### src/rtl/instr_fetch_unit.sv
// Multi-cycle fetch and PC sequencing stage: fetches one word over a req/ready
// handshake, holds it for an issue window, then commits the selected next PC.
module instr_fetch_unit #(
  parameter logic [31:0] RESET_PC = 32'h0000_0000,
  parameter int          CNT_W    = 32
) (
  input  logic             clk,
  input  logic             rst_n,
  output logic             imem_req,
  output logic [31:0]      imem_addr,
  input  logic             imem_ready,
  input  logic [31:0]      imem_rdata,
  input  logic [1:0]       PC_s,
  input  logic [31:0]      rs_data,
  input  logic             stall,
  output logic             instr_valid,
  output logic [31:0]      instr,
  output logic [5:0]       OP,
  output logic [5:0]       func,
  output logic [15:0]      imm16,
  output logic [31:0]      pc,
  output logic [31:0]      pc_plus4,
  output logic [CNT_W-1:0] retired
);

  localparam logic [1:0] S_IDLE  = 2'd0;
  localparam logic [1:0] S_FETCH = 2'd1;
  localparam logic [1:0] S_ISSUE = 2'd2;

  logic [1:0]       state_q, state_d;
  logic [31:0]      pc_q, pc_d;
  logic [31:0]      instr_q, instr_d;
  logic [CNT_W-1:0] retired_q, retired_d;
  logic             req_q, req_d;
  logic             valid_q, valid_d;
  logic [31:0]      next_pc_s;
  logic             unused_rs_lo_s;

  // Select 00 seq, 01 jr (word-aligned rs), 10 pc-relative branch, 11 region jump.
  function automatic logic [31:0] calc_next_pc(input logic [1:0]  sel,
                                               input logic [31:0] pc_v,
                                               input logic [31:0] ins,
                                               input logic [31:0] rs_v);
    logic [31:0] p4;
    p4 = pc_v + 32'd4;
    case (sel)
      2'b00:   return p4;
      2'b01:   return {rs_v[31:2], 2'b00};
      2'b10:   return p4 + {{14{ins[15]}}, ins[15:0], 2'b00};
      2'b11:   return {p4[31:28], ins[25:0], 2'b00};
      default: return p4;
    endcase
  endfunction

  assign next_pc_s      = calc_next_pc(PC_s, pc_q, instr_q, rs_data);
  assign unused_rs_lo_s = ^rs_data[1:0];

  // Next-state logic for the IDLE -> FETCH -> ISSUE sequence.
  always_comb begin
    state_d   = state_q;
    pc_d      = pc_q;
    instr_d   = instr_q;
    retired_d = retired_q;
    case (state_q)
      S_IDLE: begin
        state_d = S_FETCH;
      end
      S_FETCH: begin
        if (imem_ready) begin
          instr_d = imem_rdata;
          state_d = S_ISSUE;
        end else begin
          state_d = S_FETCH;
        end
      end
      S_ISSUE: begin
        if (!stall) begin
          pc_d      = next_pc_s;
          retired_d = retired_q + CNT_W'(1);
          state_d   = S_FETCH;
        end else begin
          state_d = S_ISSUE;
        end
      end
      default: begin
        state_d = S_IDLE;
      end
    endcase
    req_d   = (state_d == S_FETCH);
    valid_d = (state_d == S_ISSUE);
  end

  // State and output registers; reset drops the request without waiting for an edge.
  always_ff @(posedge clk or negedge rst_n) begin
    if (!rst_n) begin
      state_q   <= S_IDLE;
      pc_q      <= RESET_PC;
      instr_q   <= 32'h0000_0000;
      retired_q <= '0;
      req_q     <= 1'b0;
      valid_q   <= 1'b0;
    end else begin
      state_q   <= state_d;
      pc_q      <= pc_d;
      instr_q   <= instr_d;
      retired_q <= retired_d;
      req_q     <= req_d;
      valid_q   <= valid_d;
    end
  end

  assign imem_req    = req_q;
  assign imem_addr   = pc_q;
  assign instr_valid = valid_q;
  assign instr       = instr_q;
  assign OP          = instr_q[31:26];
  assign func        = instr_q[5:0];
  assign imm16       = instr_q[15:0];
  assign pc          = pc_q;
  assign pc_plus4    = pc_q + 32'd4;
  assign retired     = retired_q;

endmodule

### config.mk
export PLATFORM = sky130hd
export DESIGN_NAME = instr_fetch_unit
export DESIGN_NICKNAME = d
export VERILOG_FILES = /design/src/rtl/instr_fetch_unit.sv
export SDC_FILE = /design/constraint.sdc
export NUM_CORES = 1
export LEC_CHECK = 0
export ABC_AREA = 0
export CORE_UTILIZATION = 40
export CTS_BUF_LIST = sky130_fd_sc_hd__clkbuf_16
export CTS_CLUSTER_DIAMETER = 50
export DETAILED_ROUTE_END_ITERATION = 7
export GPL_TIMING_DRIVEN = 0
export PLACE_DENSITY_LB_ADDON = 0.3
export SETUP_SLACK_MARGIN = 0.15
export SYNTH_ARGS = -nofsm -noshare
export SYNTH_HDL_FRONTEND = slang
export SYNTH_SLANG_ARGS = --single-unit
### constraint.sdc
create_clock -name clk -period 11.8 [get_ports clk]
set_clock_uncertainty 0.2 [all_clocks]
set_input_delay 3.54 -clock clk [delete_from_list [all_inputs] [get_ports clk]]
set_output_delay 3.54 -clock clk [all_outputs]
set_load 0.01 [all_outputs]
==> impl_metrics.toml, run 1 <==
[timing]
tightestPinTransition_ns = 1.03
hold_viol_final = 0
slew_violations = 0
tns_ns = 0
finalSetupViolCount = 0
fmax_mhz = 140
timing.max_slew.rel_slack_pct = 31.5
rsz0062_at_grt = "false"
holdWs_ns = 0.277
min_period_ns = 7.15
post-route-period-util_pct = 60.6

[min_path]
min_path_cells = 1
hp-class = "reg2reg"
hold_end = "retired[31]"
hp-start = "retired[31]"

[cells_and_area]
fin_nets = 1143
final_common_cell = "clkdlybuf4s50_1"
multiInputGateArea_sq_um = 4210
final_cell_mix = "248 x clkdlybuf4s50_1, 102 x nand2_1, 98 x dfrtp_1"
regArea_sq_um = 2450
fin_area_sq_um = 10400
fillCellCount = 1525
finish.utilization_pct = 59.2
area_growth_pct = 42.7
layout-drive-gt1-share_pct = 14.3

[global_route]
grt_max_degree = 68
grt_overflow = 0
antenna_found_initial = 1
grt_pass1_wl_microns = 35200
grt_usage_pct = 25.1
first_global_vias = 6275

[clock_network]
numCtsBuffers = 9
cts_sinks = 98
cts_hold_buf = 0
clk-insertion-delay-late_ns = 0.36
ctsHtreeMaxLevel = 3
clock_path_buffers = 2
ctsResizeCount = 0
cts_tree = "built"
cts_root_buffer = "clkbuf_16"
clk_pin_slew_worst_paths_ns = 0.07
postCtsSetupBuffers = 0

[setup_path]
crit_family = "simple AND/OR/NAND/NOR gates"
ff2ff_setup_slack_ns = 6.98
startpoint = "imem_addr[3]"
reg2regPathDepth = 17
critPathRequiredTime_ns = 8.06
cp.arrival_ns = 3.41
critPathMaxStageDelay_ns = 0.62
worstPathCellList = "ha_1 -> and4_1 -> nand3_1 -> nor3_1 -> nand2_1 -> xnor2_1 -> clkdlybuf4s50_1"
slowest_stage = "clkdlybuf4s50_1"
r2r_end = "imem_addr[27]"
r2r-start = "imem_addr[4]"
crit_buf_inv = 1
cp_max_fo = 5
path_class = "reg2out"
worstSetupEndpointType = "output port"
crit_path_start_kind = "flop"

[route]
met1_length_microns = 10200
final_antenna_net_count = 0
vias_per_cell = 5.30
top_layer = "met4"
drt-initial-drc-count = 445
firstDrtPassIters = 5
via_count = 6708
wl_per_cell_microns = 18.4
wl_met3_microns = 1640
wl_met2_microns = 11200
drc_errors = 0
wl_microns = 23300

[die]
ios = 260
die_h_microns = 137
start_util_pct = 41.5
dieArea_sq_um = 18700
num_rows = 48
die_x_microns = 137
core_area_sq_um = 17500

[synth]
syn_inst = 768
avgSynthCellArea_sq_um = 9.47
ys_types = 63
synth_top_cells_by_area = "dfrtp_1 34%, xnor2_1 6.9%, buf_4 6.6%"
synth_edf_count = 0
yosys_warnings = 0
synth_seq_cells = 98
ys.flop_type = "dfrtp_1"
synth_area_sq_um = 7270
synth_top_cell_by_area = "dfrtp_1"
synth_top_cell_area_share_pct = 33.7
async_reset_ff_share_pct = 100
synth_seq_area_share_pct = 33.7

[power_and_ir_drop]
powerDensity_nw_per_um2 = 288
p_total_mw = 2.99
power_leakage_nw = 4.49
irDropWorstVdd_mv = 0.156

[job]
maxCapViolations = 0

[placement]
postPlaceCellArea_sq_um = 10100
gp_congestion = 0.919
dp.final_hpwl_microns = 17900
port_buffers = 249

[outcome]
run_status = "complete, no violations"
## report_power, final
| group | total [mW] | switching [mW] | internal (mW) |
|---|---|---|---|
| sequential | 0.649 | 0.197 | 0.452 |
| clock | 0.292 | 0.145 | 0.147 |
| combinational | 2.05 | 0.933 | 1.12 |
| total | 2.99 | 1.28 | 1.71 |
## layout make-up
| type | count | area share (%) |
|---|---|---|
| Timing Repair Buffer | 250 | 24.2 |
| Clock buffer | 9 | 2.17 |
| Multi-Input combinational cell | 574 | 40.6 |
| Sequential cell | 98 | 23.6 |
| Buffer | 89 | 5.60 |
| Clock inverter | 7 | 0.615 |
| Tap cell | 225 | 2.71 |
| Antenna cell | 1 | 0.0241 |
| Inverter | 12 | 0.434 |
## per-layer routing
layer,GRT usage (%),up-vias
met5,0,-
met4,6.96,0
met3,4.15,18
met2,41.3,250
met1,34.0,3235
li1,-,3205
## how the worst max path moves through the flow
stage | to | slack, ns | depth (start not counted)
floorplan | pc_plus4[28] | 6.21 | 6
global placement | retired[7] | 3.07 | 1
detailed placement | retired[31] | 5.04 | 10
CTS | pc_plus4[26] | 4.64 | 7
global route | pc_plus4[28] | 4.44 | 7
finish | pc_plus4[26] | 4.65 | 7
## registers in the layout, indices dropped and copies added, names as in the netlist
name	cells
instr_valid	1
imem_req	1
imem_addr	30
state_q	2
retired	32
instr	32
## Yosys cell counts (8+ instances only)
| library cell | count |
|---|---|
| nor3_1 | 8 |
| ha_1 | 38 |
| nand3_1 | 25 |
| nand4_1 | 15 |
| a21oi_1 | 42 |
| o211ai_1 | 8 |
| nor2_1 | 40 |
| clkbuf_1 | 18 |
| mux4_2 | 16 |
| nand2_1 | 102 |
| dfrtp_1 | 98 |
| a21o_1 | 15 |
| buf_4 | 64 |
| xor2_1 | 26 |
| and3_1 | 24 |
| xnor2_1 | 57 |
| inv_1 | 11 |
| o21ai_0 | 32 |
| mux2_2 | 37 |
| mux2i_1 | 8 |
## stage by stage
step	worst slack (ns)	std cells
final	4.65	1265
after global routing	4.44	1264
after CTS	4.64	1264
after detailed placement	5.04	1248
after global placement	3.07	1247
after floorplan	6.21	773
## kinds of logic (layout without fill, tap and decap cells)
group	count (synthesis)	count (layout)	share of synthesized area [%]
AND/OR/NAND/NOR	244	244	16.1
AO/OA/AOI/OAI	140	140	12.6
buffers and inverters	101	367	8.62
flip-flops	98	98	33.7
XOR/XNOR	84	84	10.4
multiplexers	61	61	11.8
adder cells (fa/ha/maj)	39	39	6.81
other	1	7	0.0516
No activity file was read; power rests on OpenSTA's default activity.
==> inputs of run 2 (changes only) <==
==> constraint.sdc (replaced) <==
create_clock -name clk -period 5.86 [get_ports clk]
set_clock_uncertainty 0.2 [all_clocks]
set_input_delay 1.758 -clock clk [delete_from_list [all_inputs] [get_ports clk]]
set_output_delay 1.758 -clock clk [all_outputs]
set_load 0.01 [all_outputs]
==> results of run 2 <==
Same layout as run 1 (identical final DEF). Status: complete, no violations.
Among the figures that moved: setup slack after placement 5.04 ns -> 0.880 ns; setup slack after layout 4.65 ns -> 0.496 ns; register-to-register setup slack 6.98 ns -> 1.04 ns; total power 2.99 mW -> 6.02 mW; worst IR drop on VDD 0.156 mV -> 0.314 mV
